**config.mk**
```make
export PLATFORM = sky130hd
export DESIGN_NAME = neuron_mac_flat
export DESIGN_NICKNAME = d
export VERILOG_FILES = /design/src/rtl/mnist_pkg.sv /design/src/rtl/neuron_mac_if.sv /design/src/rtl/sat_add.sv /design/src/rtl/neuron_mac.sv /design/src/flat_wrapper.sv
export SDC_FILE = /design/constraint.sdc
export NUM_CORES = 1
export LEC_CHECK = 0
export ABC_AREA = 1
export ABC_CLOCK_PERIOD_IN_PS = 4920
export CAP_MARGIN = 10
export CORE_ASPECT_RATIO = 1.4
export CORE_MARGIN = 3
export CORE_UTILIZATION = 56
export CTS_BUF_LIST = sky130_fd_sc_hd__clkbuf_8
export DETAILED_ROUTE_END_ITERATION = 6
export PLACE_DENSITY = 0.8
export SLEW_MARGIN = 25
export SYNTH_ARGS = -nofsm -noshare
export SYNTH_HDL_FRONTEND = slang
export SYNTH_SLANG_ARGS = --single-unit
```
**constraint.sdc**
```tcl
create_clock -name clk -period 4.92 [get_ports clk]
set_clock_uncertainty 0.05 [all_clocks]
set_input_delay 1.476 -clock clk [delete_from_list [all_inputs] [get_ports clk]]
set_output_delay 1.476 -clock clk [all_outputs]
set_load 0.05 [all_outputs]
```
**src/rtl/mnist_pkg.sv**
```systemverilog
// Shared types and width helpers for the MNIST neuron datapath.
package mnist_pkg;

   typedef enum logic [1:0] {IDLE, ACCUM, DRAIN, DONE} mac_state_t;

   function automatic int acc_width(input int bits);
      return bits + 25;
   endfunction

   localparam int DEFAULT_BITS = 8;
   localparam int ACC_W = acc_width(DEFAULT_BITS);
   localparam logic signed [ACC_W-1:0] SAT_MAX = {1'b0, {(ACC_W-1){1'b1}}};
   localparam logic signed [ACC_W-1:0] SAT_MIN = {1'b1, {(ACC_W-1){1'b0}}};

endpackage

```
**src/rtl/neuron_mac_if.sv**
```systemverilog
// Handshake and result bundle between the layer controller/feeder and one neuron_mac.
interface neuron_mac_if
   import mnist_pkg::*;
#(
   parameter int BITS   = 8,
   parameter int W_BITS = 8
) ();

   logic                              start;
   logic                              in_valid;
   logic                              in_ready;
   logic signed [BITS+8:0]            data_in;
   logic signed [W_BITS:0]            weight_in;
   logic [31:0]                       counter;
   logic signed [acc_width(BITS)-1:0] mult_sum_out;
   logic                              done;

   modport master (
      output start, in_valid, data_in, weight_in,
      input  in_ready, counter, mult_sum_out, done
   );

   modport slave (
      input  start, in_valid, data_in, weight_in,
      output in_ready, counter, mult_sum_out, done
   );

endinterface

```
**src/rtl/sat_add.sv**
```systemverilog
// Combinational signed adder that clamps to the representable range instead of wrapping.
module sat_add #(
   parameter int W = 33
) (
   input  logic signed [W-1:0] a,
   input  logic signed [W-1:0] b,
   output logic signed [W-1:0] y
);

   localparam logic signed [W-1:0] HI = {1'b0, {(W-1){1'b1}}};
   localparam logic signed [W-1:0] LO = {1'b1, {(W-1){1'b0}}};

   logic signed [W:0] full;

   always_comb begin
      full = {a[W-1], a} + {b[W-1], b};
      y    = full[W-1:0];
      // Guard bit disagreeing with the result sign means the true sum left the range.
      if (full[W] != full[W-1]) begin
         y = full[W] ? LO : HI;
      end
   end

endmodule

```
**src/rtl/neuron_mac.sv**
```systemverilog
// Streaming saturating dot-product for one neuron: input register, product register,
// then accumulate; `done` marks the final sum for the layer controller.
module neuron_mac
   import mnist_pkg::*;
#(
   parameter int BITS        = 8,
   parameter int COUNTER_END = 784,
   parameter int W_BITS      = 8
) (
   input logic         clk,
   input logic         rst_n,
   neuron_mac_if.slave bus
);

   localparam int SUM_W  = acc_width(BITS);
   localparam int PROD_W = BITS + W_BITS + 10;
   localparam logic [31:0] TERMS      = 32'(COUNTER_END);
   localparam logic [31:0] TERMS_LAST = 32'(COUNTER_END - 1);

   mac_state_t state, state_nxt;

   logic [31:0]              issued;
   logic [31:0]              counter;
   logic signed [SUM_W-1:0]  sum;
   logic signed [SUM_W-1:0]  sum_nxt;
   logic signed [SUM_W-1:0]  prod_ext;
   logic signed [BITS+8:0]   data_q;
   logic signed [W_BITS:0]   weight_q;
   logic signed [PROD_W-1:0] prod_q;
   logic                     v1;
   logic                     v2;
   logic                     ready;
   logic                     accept;
   logic                     clear;

   always_comb begin
      state_nxt = state;
      ready     = 1'b0;
      clear     = 1'b0;
      case (state)
         IDLE: begin
            if (bus.start) begin
               clear     = 1'b1;
               state_nxt = ACCUM;
            end
         end
         ACCUM: begin
            ready = (issued < TERMS);
            if (bus.in_valid && ready && (issued == TERMS_LAST)) begin
               state_nxt = DRAIN;
            end
         end
         DRAIN: begin
            // Leave in the same edge the last product lands, so done aligns with counter.
            if (v2 && (counter == TERMS_LAST)) begin
               state_nxt = DONE;
            end
         end
         DONE: begin
            if (bus.start) begin
               clear     = 1'b1;
               state_nxt = ACCUM;
            end
         end
         default: state_nxt = IDLE;
      endcase
      accept = bus.in_valid && ready;
   end

   assign prod_ext = {{(SUM_W-PROD_W){prod_q[PROD_W-1]}}, prod_q};

   sat_add #(.W(SUM_W)) u_sat_add (
      .a (sum),
      .b (prod_ext),
      .y (sum_nxt)
   );

   always_ff @(posedge clk) begin
      if (!rst_n) begin
         state    <= IDLE;
         issued   <= '0;
         counter  <= '0;
         sum      <= '0;
         data_q   <= '0;
         weight_q <= '0;
         prod_q   <= '0;
         v1       <= 1'b0;
         v2       <= 1'b0;
      end else begin
         state <= state_nxt;
         v1    <= accept;
         v2    <= v1;
         if (accept) begin
            data_q   <= bus.data_in;
            weight_q <= bus.weight_in;
         end
         if (v1) begin
            prod_q <= PROD_W'(data_q) * PROD_W'(weight_q);
         end
         if (clear) begin
            issued  <= '0;
            counter <= '0;
            sum     <= '0;
            v1      <= 1'b0;
            v2      <= 1'b0;
         end else begin
            if (accept) begin
               issued <= issued + 32'd1;
            end
            if (v2) begin
               counter <= counter + 32'd1;
               sum     <= sum_nxt;
            end
         end
      end
   end

   assign bus.in_ready     = ready;
   assign bus.counter      = counter;
   assign bus.mult_sum_out = sum;
   assign bus.done         = (state == DONE);

endmodule

```
**src/flat_wrapper.sv**
```systemverilog
// flat-port wrapper written by rule: the top's interface ports become plain ports
module neuron_mac_flat import mnist_pkg::*;
#(
   parameter int BITS        = 8,
   parameter int COUNTER_END = 784,
   parameter int W_BITS      = 8
)
  (clk, rst_n, bus_start, bus_in_valid, bus_data_in, bus_weight_in, bus_in_ready, bus_counter, bus_mult_sum_out, bus_done);
  neuron_mac_if #(.BITS(BITS), .W_BITS(W_BITS)) bus_i ();
  input logic clk;
  input logic rst_n;
  input wire logic [$bits(bus_i.start)-1:0] bus_start;
  input wire logic [$bits(bus_i.in_valid)-1:0] bus_in_valid;
  input wire logic [$bits(bus_i.data_in)-1:0] bus_data_in;
  input wire logic [$bits(bus_i.weight_in)-1:0] bus_weight_in;
  output wire logic [$bits(bus_i.in_ready)-1:0] bus_in_ready;
  output wire logic [$bits(bus_i.counter)-1:0] bus_counter;
  output wire logic [$bits(bus_i.mult_sum_out)-1:0] bus_mult_sum_out;
  output wire logic [$bits(bus_i.done)-1:0] bus_done;
  assign bus_i.start = bus_start;
  assign bus_i.in_valid = bus_in_valid;
  assign bus_i.data_in = bus_data_in;
  assign bus_i.weight_in = bus_weight_in;
  assign bus_in_ready = bus_i.in_ready;
  assign bus_counter = bus_i.counter;
  assign bus_mult_sum_out = bus_i.mult_sum_out;
  assign bus_done = bus_i.done;
  neuron_mac #(.BITS(BITS), .COUNTER_END(COUNTER_END), .W_BITS(W_BITS)) u_core (.clk(clk), .rst_n(rst_n), .bus(bus_i));
endmodule
```
==> key figures <==
Critical path
  • Worst R2R Path Depth: 18
  • FF-to-FF End: u_core.prod_q[24]$_SDFFE_PN0P_
  • Critical path type: reg -> reg
  • R2R Path Start: u_core.weight_q[5]$_SDFFE_PN0P_
  • R2R setup slack: 0.17 ns
  • Critical Path End Type: flop
  • CP required: approximately 5.2 ns
  • Crit-path max FO: 7
  • Type of origin of the critical path: flop
  • WP data arrival: around 5.1 ns

Timing
  • Worst hold margin: approximately 0.39 ns
  • Final setup fails: 0
  • Max Freq: around 210 MHz
  • Worst-margin pin slew: between 0.9 and 1 ns
  • Unrepaired setup endpoints after global routing: true
  • Pins Over Slew Limit: 0
  • Endpoints failing hold: 0
  • Minimum clock period: ~4.7 ns
  • Period Utilization, post-route: 0.965
  • Final WS setup: 0.173 ns
  • Relative slew slack: 0.342

Finish
  • Fillers: 2068
  • Seq. cell area: roughly 3100 µm²
  • Area delta synth->final: 17.8%
  • Number of diodes: 0
  • Fraction of layout cells with a size suffix above 1: 0.111
  • Multi-input gate area: about 9300 µm²
  • Post-route non-filler standard cell count: between 2000 and 2500
  • Post-layout util: 0.672
  • Final #Nets: 2299
  • Fin area: 16200 µm²

Pwr
  • Lkg Pwr: around 8.2 nW
  • Maximum vdd drop: 0.188 mV
  • Pwr per Cell Area: 231 nW/µm²

Clocking
  • Total CTS buffers: 17
  • Total clock sinks: roughly 150
  • CTS tree: yes
  • H-tree depth: 4
  • Skew-Pair Late Insertion Delay: between 0.4 and 0.5 ns
  • Root Buffer: clkbuf_8
  • Clock-pin slew on the worst setup and hold paths: roughly 0.10 ns
  • CTS Hold Bufs: 0
  • Max Root-Sink Buffers: 2

Logic synthesis
  • Synth Instances: ~1900
  • XOR/XNOR Fraction of Synth Area: 0.0326
  • FF+latch count, synth: 153
  • Mapped Nets: approximately 2200
  • Post-synthesis sequential area ratio: 0.223
  • Post-synth top flop: dfxtp_1
  • Cell Area, Synth: approximately 14000 µm²
  • YS warnings: 0
  • FFs w/ async S/R, synth: 0
  • Syn Area/Cell: 7.13 µm²
  • Synth Area in Compound Gates: 0.117
  • Synth Area in Adders: 0.269
  • Synth cell types: between 40 and 50
  • Post-synthesis simple-gate area fraction: 0.239
  • Largest family of logic cells by synthesized area: adder cells
  • Mux share of post-synthesis cell area: 0
  • Number of synthesized flops with an enable pin: 0

Global route
  • Overflow after GRT: 0
  • Initial antenna violation count: 0
  • Largest net degree at the start of global routing: 57
  • Vias in the first global route: between 10000 and 15000
  • All-Layer GR Usage: 0.273
  • Global-route wire length before repair: around 60 mm

Die
  • Die Y: about 190 µm
  • Core area: roughly 24000 µm²
  • Die Wd: about 140 µm
  • Die area: around 26000 µm²
  • Initial Util: 0.570
  • I/O pins: 97
  • Row count: between 60 and 70

Route
  • Pre-antenna DRT Iters: 5
  • Antenna-violating nets left: 0
  • Vias per cell: ~5.3
  • Via Count: approximately 12000
  • DR DRC count: 0
  • DRT Wirelength: around 36 mm
  • Routed len/inst: between 10 and 15 µm
  • Drt initial violations: 679

Placement
  • Final HPWL DP: about 29 mm
  • Cells after DPL: 2339
  • Dpl ws: -0.493 ns
  • Gpl congestion: roughly 0.96
  • Port Buffers: 96
  • Placed cell areas: approximately 15000 µm²

Min path
  • Hold/Removal Path Class: reg -> reg
  • Worst Hold Depth: 2
  • Hold Path End: u_core.issued[17]$_SDFFE_PP0P_
  • HP Start: u_core.issued[17]$_SDFFE_PP0P_

Job
  • Max cap viols: 0

Status
  • Outcome: finished clean
[per-layer routing]
layer	global-route usage	wire (µm)
met5	0	0
met3	0.0335	1150
met1	0.293	13700
met4	0.138	1630
met2	0.523	19100
[critical path: stages (launching register included)]
cell and delay [ns]:
dfxtp_4 0.41, buf_4 0.17, nand2_1 0.07, fa_1 0.49, inv_1 0.07, fa_1 0.51, fa_1 0.55, inv_1 0.06
fa_1 0.53, inv_1 0.04, ha_1 0.29, ha_1 0.35, nand2_1 0.15, nor4_1 0.36, o21ai_0 0.19, nand4_1 0.13
nand3_1 0.08, nand2_1 0.09, inv_1 0.04
[worst max-delay path by stage]
stage                                          from                        endpoint  depth (start not counted)
global placement    u_core.weight_q[8]$_SDFFE_PN0P_  u_core.prod_q[23]$_SDFFE_PN0P_                         18
finish              u_core.weight_q[5]$_SDFFE_PN0P_  u_core.prod_q[24]$_SDFFE_PN0P_                         18
floorplan           u_core.weight_q[5]$_SDFFE_PN0P_  u_core.prod_q[14]$_SDFFE_PN0P_                         19
CTS                 u_core.weight_q[8]$_SDFFE_PN0P_  u_core.prod_q[23]$_SDFFE_PN0P_                         17
detailed placement  u_core.weight_q[8]$_SDFFE_PN0P_  u_core.prod_q[23]$_SDFFE_PN0P_                         18
global route        u_core.weight_q[5]$_SDFFE_PN0P_  u_core.prod_q[23]$_SDFFE_PN0P_                         20
[power breakdown]
part / switching, mW / internal (mW)
logic: 0.791 / 0.522
clock network: 0.582 / 0.429
registers: 0.0944 / 1.32
total: 1.47 / 2.27
[flip-flops by register name, summed over array words and instances, names as in the netlist]
name,flops
u_core.issued,32
u_core.state,2
u_core.weight_q,9
u_core.v1,1
u_core.data_q,17
u_core.prod_q,26
u_core.bus.counter,32
u_core.bus.mult_sum_out,33
u_core.v2,1
[cell families (layout without fill, tap and decap cells)]
kind of cell | after synthesis | count (layout)
xor gates and xnor gates | 51 | 51
DFF | 153 | 153
adders and majority gates | 219 | 219
and+or+nand+nor | 795 | 795
AOI/OAI and AO/OA | 282 | 282
buffers and inverters | 424 | 563
[Yosys cell counts, types with 2 or more instances]
master,instances,share of area
a21oi_1,119,0.043
inv_2,7,0.0019
xor2_1,34,0.022
inv_1,346,0.095
nor3b_1,4,0.0022
nor3_2,2,0.0015
nand2_2,7,0.0032
a221oi_1,2,0.0013
a21o_1,5,0.0027
nor2_1,193,0.053
clkbuf_1,61,0.017
or2_2,3,0.0014
nand4_1,22,0.010
o21a_1,2,0.0011
a211oi_1,2,0.0011
nand3_1,59,0.022
nand3b_1,3,0.0016
buf_2,2,0.00073
ha_1,92,0.084
a21oi_2,22,0.014
o21ai_0,103,0.038
nor4_1,14,0.0064
fa_1,127,0.19
nor3_1,27,0.0098
nand3_2,2,0.0015
a21boi_0,2,0.0011
o211ai_1,6,0.0033
nor2_2,4,0.0018
xnor2_1,17,0.011
dfxtp_1,153,0.22
buf_6,6,0.0049
nand2_1,453,0.12
o21bai_1,12,0.0066
[cells in the final DEF (no fill, tap or decap), drive strengths merged, types with 3 or more instances in the layout]
cell type / count
nand2: 460
inv: 361
nor2: 197
dfxtp: 153
a21oi: 142
fa: 127
o21ai: 103
clkdlybuf4s50: 96
ha: 92
buf: 81
nand3: 61
xor2: 34
nor3: 29
nand4: 22
xnor2: 17
clkbuf: 17
nor4: 14
o21bai: 12
o211ai: 6
clkinv: 6
a21o: 5
nor3b: 4
or2: 3
nand3b: 3
a21boi: 3
[repair_timing]
item | CTS | global route
pin swaps | 2 | 28
setup endpoints to repair | 11 | 14
buffers inserted | 1 | 1
resized for setup | 17 | 71
[area by class of cell]
type,instances,share of cell area
Multi-Input combinational cell,1347,0.576
Clock inverter,15,0.0110
Tap cell,310,0.0240
Clock buffer,17,0.0145
Sequential cell,153,0.192
Inverter,354,0.0822
Timing Repair Buffer,177,0.101
[metrics by stage]
stage	power [mW]	setup TNS (ns)
floorplan	2.26	-0.0334
global placement	2.62	-0.465
CTS	3.68	0
detailed placement	2.66	-0.834
global route	3.97	-0.114
finish	3.74	0
Power figures use the tool's default switching activity.
==> edit 1: new RTL, config.mk and constraints unchanged <==
`W_BITS` is set to 8 in 3 places; all go to 10.
--- a/src/rtl/neuron_mac_if.sv
+++ b/src/rtl/neuron_mac_if.sv
@@ -4,5 +4,5 @@
 #(
    parameter int BITS   = 8,
-   parameter int W_BITS = 8
+   parameter int W_BITS = 10
 ) ();
 
--- a/src/rtl/neuron_mac.sv
+++ b/src/rtl/neuron_mac.sv
@@ -6,5 +6,5 @@
    parameter int BITS        = 8,
    parameter int COUNTER_END = 784,
-   parameter int W_BITS      = 8
+   parameter int W_BITS      = 10
 ) (
    input logic         clk,
--- a/src/flat_wrapper.sv
+++ b/src/flat_wrapper.sv
@@ -4,5 +4,5 @@
    parameter int BITS        = 8,
    parameter int COUNTER_END = 784,
-   parameter int W_BITS      = 8
+   parameter int W_BITS      = 10
 )
   (clk, rst_n, bus_start, bus_in_valid, bus_data_in, bus_weight_in, bus_in_ready, bus_counter, bus_mult_sum_out, bus_done);
Ports: changed (resized bus_weight_in); port bits go from 97 to 99. The function was not compared with the original's and may differ.
==> edit 1 against the unedited design <==
  * The run now ends with DRC, setup timing left
  * Sequential share of layout area is 2.4 points lower
  * Wire length is 20% higher
  * Non-clock buffer count up 73
  * Highest routed layer unchanged
  * Design area rose by 18%
  * Sequential cell count rose by 4
  * Cell count is 15% higher
  * Worst setup slack lost 210 ps
  * Power is 29% higher
  * Count of clock-buffer cells in the layout did not move
  * Largest power group is now combinational cells
  * Area after synthesis increased by 13%
==> edit 1: results (changes against the unedited design) <==
number of flip-flops in the largest register 33 (unchanged); largest net degree at the start of global routing 48 (-16%); slew of the pin with the lowest slew margin 866 ps (-120 ps); Area growth syn-to-layout 23.6%; sequential share of the synthesized area 20.3% (-2.0 points); DP Area 17800 µm² (+15%); first-pass GRT wire length 69000 µm (+16%); I/O Buffers 98 (+2.1%); IR drop worst, VDD 0.236 mV (+26%); failing checks DRC, setup timing; Netlist cell types 45 (+2.3%); Detailed Route Iter0 Violations 646 (-4.9%); Int Pwr 2.75 mW (+21%); run status finished, violations left; Syn Nets 2450 (+13%); CP Max Fanout 8 (+1); Post-synth top cells 474 x inv_1, 452 x nand2_1, 213 x nor2_1; setup tns final -53.4 ps (-53.4 ps); Clk pin slew, worst setup/hold paths 120 ps (+20 ps); LEAKAGE 9.62 nW (+18%); Final WS setup -34.3 ps (-208 ps); routed len/inst 15.7 µm (+4.7%); critical path arrival 5290 ps (+220 ps); # DRC 3 (+3); Final HPWL DP 32800 µm (+15%); TritonRoute pass-1 iters 7 (+2); Synth area leaders fa_1 22%, dfxtp_1 20%, inv_1 12%; Nets 2643 (+15%); vias in the first global route 14700 (+15%); # setup viols final 2 (+2)
-- edit 1: cell types whose count changed after synthesis, moves of 5 or more --
cell	unedited run	this run
ha_1	92	97
o21ai_0	103	115
a21oi_1	119	102
fa_1	127	172
nor2_1	193	213
inv_1	346	474
-- edit 1: per-layer routing --
layer  share of wire [%]  vias up  track usage [%]
met5                   0        -                0
met4                 4.9        0             13.6
met3                 3.8      127             3.33
met2                  53      406             53.5
met1                  38     6843             31.4
li1                    -     6932                -
-- edit 1: final timing paths --
path / from / end / slack [ps] / cells after the start
min: u_core.issued[18] / u_core.issued[18] / 390 / 2
min reg2reg: u_core.issued[18] / u_core.issued[18] / 390 / 2
max: u_core.weight_q[10] / u_core.prod_q[25] / -30 / 22
max reg2reg: u_core.weight_q[10] / u_core.prod_q[25] / -30 / 22
-- edit 1: area by class of cell --
class / count / area share [%]
Tap cell: 365 / 2.39
Clock inverter: 15 / 0.878
Timing Repair Buffer: 250 / 12.5
Clock buffer: 17 / 1.23
Sequential cell: 157 / 16.8
Inverter: 483 / 9.52
Multi-Input combinational cell: 1433 / 56.8
-- edit 1: per-stage QoR --
step	std cells	setup WS, ps
3_3_place_gp	2671	-319
6_report	2720	-34.3
5_1_grt	2720	-242
4_1_cts	2705	-15.0
3_5_place_dp	2671	-365
2_1_floorplan	2149	13.8
-- edit 1: worst min-delay path, cell delays in order, from the launching register on --
cell and delay [ps]:
dfxtp_1 320, inv_1 50, nor2_1 30
-- edit 1: kinds of logic (layout without fill, tap and decap cells) --
family	count (synthesis)	in the layout	synth area share, %
AO/OA/AOI/OAI	300	300	11.2
XOR/XNOR	50	50	2.83
adder cells (fa/ha/maj)	269	269	30.1
buffers and inverters	559	765	13.8
flip-flops	157	157	20.3
AND/OR/NAND/NOR	814	814	21.7
-- edit 1: power groups by stage --
stage	registers [mW]	logic (mW)	clock network, mW
final	1.50	2.30	1.01
after global routing	1.51	2.55	1.07
after CTS	1.49	2.09	1.02
after detailed placement	1.51	1.95	0
after global placement	1.51	1.90	0
after floorplan	1.45	1.23	0
-- edit 1: repair_timing --
action	in CTS	in global routing
gates resized for setup	90	117
pin swaps	33	96
endpoints found under the setup margin	17	17
cloned	0	3
hold buffers	0	0
buffers inserted	3	12
hold endpoints to repair	0	0
==> edit 2: new RTL, same settings <==
Without the edit above. Re-encode `mac_state_t` (4 states) as Gray code, 2 bits wide.
--- a/src/rtl/mnist_pkg.sv
+++ b/src/rtl/mnist_pkg.sv
@@ -2,5 +2,5 @@
 package mnist_pkg;
 
-   typedef enum logic [1:0] {IDLE, ACCUM, DRAIN, DONE} mac_state_t;
+   typedef enum logic [1:0] {IDLE = 2'b00, ACCUM = 2'b01, DRAIN = 2'b11, DONE = 2'b10} mac_state_t;
 
    function automatic int acc_width(input int bits);
Behaviour: same outputs for any inputs over 4 cycles, from zero or initial values and one cycle with rst_n low; so few cycles prove little.
==> edit 2 against the unedited design <==
  * Sequential cell count is the same
  * Wire length rose by 1.0%
  * Area after synthesis grew 0.78%
  * Critical path depth is the same
  * Via count grew 2.9%
  * Die area rose by 0.75%
  * Design area up 0.25%
  * Worst setup slack got worse by 31 ps
  * Hold slack lost 7.9 ps
Power is not compared: it rests on default switching activity, and its combinational part moved more than twofold at a synthesized area within 25%.
==> edit 2: results (changes against the unedited design) <==
Root Buffer clkbuf_8; overflow left after global routing 0 (unchanged); Ys Warns 0 (unchanged); Synth area leaders dfxtp_1 22%, fa_1 18%, nand2_1 12%; Detailed Route Iter0 Violations 693 (+2.1%); Syn Nets 2170 (-0.14%); largest net degree at the start of global routing 45 (-21%); Netlist cell types 48 (+9.1%); TritonRoute pass-1 iters 5 (unchanged); GR Layer Usage met1 28.2% (-1.1 points); number of fill cells 2064 (-0.19%); CP Max Fanout 7 (unchanged); met2 usage 52.5% (+0.16 points); RD Place Congestion 1.01 (+5.0%); CTS buffer count 17 (unchanged); Max clock buf depth 2 (unchanged); total setup buffers inserted after CTS 0 (-1); Post-synth top cells 454 x nand2_1, 345 x inv_1, 177 x nor2_1; I/O Buffers 96 (unchanged); Hold Crit Class reg2reg; # setup viols final 0 (unchanged); first-pass GRT wire length 59300 µm (-0.35%); pre-CTS WS -446 ps (+46.9 ps); run status finished, final reports clean; clock latency on the worst-skew pair 470 ps; initial antenna violation count 0 (unchanged); routed len/inst 15.2 µm (+1.0%); vias post-DR 12900 (+2.9%); gr usage total 26.9% (-0.35 points); IR drop worst, VDD about 0.18 mV; asr flop ratio synth 0% (unchanged); vias in the first global route 13100 (+2.0%); Final HPWL DP 28800 µm (+0.59%); H-tree levels 4 (unchanged); share of post-route cells with drive strength above 1 11.9% (+0.73 points); number of flip-flops in the largest register 33 (unchanged); n_diodes 0 (unchanged); met3 Usage GRT 3.14% (-0.22 points); sequential share of the synthesized area 22.2% (-0.17 points); die area 26600 µm² (+0.75%); Nets 2296 (-0.13%); relative slew slack 37.2% (+3.0 points); LEAKAGE slightly above 8 nW; critical path arrival 5080 ps (about the same)
-- edit 2: cell count changes after synthesis, moves of 4 or more --
cell,change
nor2_1,-16
nand3_1,-5
inv_2,-4
nand4_1,+7
a21oi_2,+13
a21oi_1,-6
o21ai_0,-5
nor3_1,+11
clkbuf_1,-6
nand2_2,+7
-- edit 2: timing repair --
action	in CTS	in global routing
gates resized for setup	12	75
hold buffers	0	0
setup endpoints to repair	14	14
cloned	0	0
pin swaps	1	10
-- edit 2: layout make-up --
cell class / count / share of cell area (%)
inverters: 349 / 8.08
multi-input cells: 1351 / 57.8
clock buffers: 19 / 1.61
repair buffers: 178 / 9.90
well taps: 310 / 2.39
flip-flops and latches: 153 / 19.2
clock inverters: 13 / 1.04
-- edit 2: final timing paths --
check / cells past startpoint / slack (ps) / start / end
max: 18 / 140 / u_core.weight_q[2] / u_core.prod_q[23]
max reg2reg: 18 / 140 / u_core.weight_q[2] / u_core.prod_q[23]
min: 2 / 380 / u_core.issued[19] / u_core.issued[19]
min reg2reg: 2 / 380 / u_core.issued[19] / u_core.issued[19]
-- edit 2: cells by family (layout without fill, tap and decap cells) --
| kind of cell | Yosys count | count (layout) | synth area share, % |
|---|---|---|---|
| XOR/XNOR | 50 | 50 | 3.17 |
| buffers and inverters | 420 | 559 | 12.0 |
| adder cells (fa/ha/maj) | 216 | 216 | 26.4 |
| AO/OA/AOI/OAI | 280 | 280 | 11.7 |
| AND/OR/NAND/NOR | 805 | 805 | 24.5 |
| flip-flops | 153 | 153 | 22.2 |
-- edit 2: routing by layer --
| layer | vias up | wire [µm] |
|---|---|---|
| met5 | - | 0 |
| met4 | 0 | 1770 |
| met1 | 6045 | 13500 |
| li1 | 6257 | - |
| met3 | 144 | 1470 |
| met2 | 406 | 19200 |
-- edit 2: power breakdown --
| group | internal (mW) | switching, mW | leakage [nW] |
|---|---|---|---|
| clock network | 0.535 | 0.511 | 0.221 |
| registers | 1.26 | 0.0311 | 1.25 |
| logic | 0.183 | 0.250 | 6.66 |
-- edit 2: worst max-delay path: stages (launching register included) --
cell and delay, ps:
dfxtp_4 420, buf_6 140, nand2_1 70, fa_1 560, inv_1 60, fa_1 540, fa_1 450, fa_1 550
ha_1 320, ha_1 350, nand2_2 130, buf_4 150, nor2_1 150, buf_4 130, nand4_1 200, nand4_1 150
nand3_1 90, o211ai_1 90, inv_1 50
-- edit 2: metrics by stage --
stage / std cells / cell area (µm²) / utilization (%)
5_1_grt: 2373 / 16200 / 67.1
6_report: 2373 / 16200 / 67.1
2_1_floorplan: 1924 / 13800 / -
3_5_place_dp: 2341 / 15500 / 64.0
3_3_place_gp: 2341 / 15500 / 64.0
4_1_cts: 2373 / 15900 / 65.9
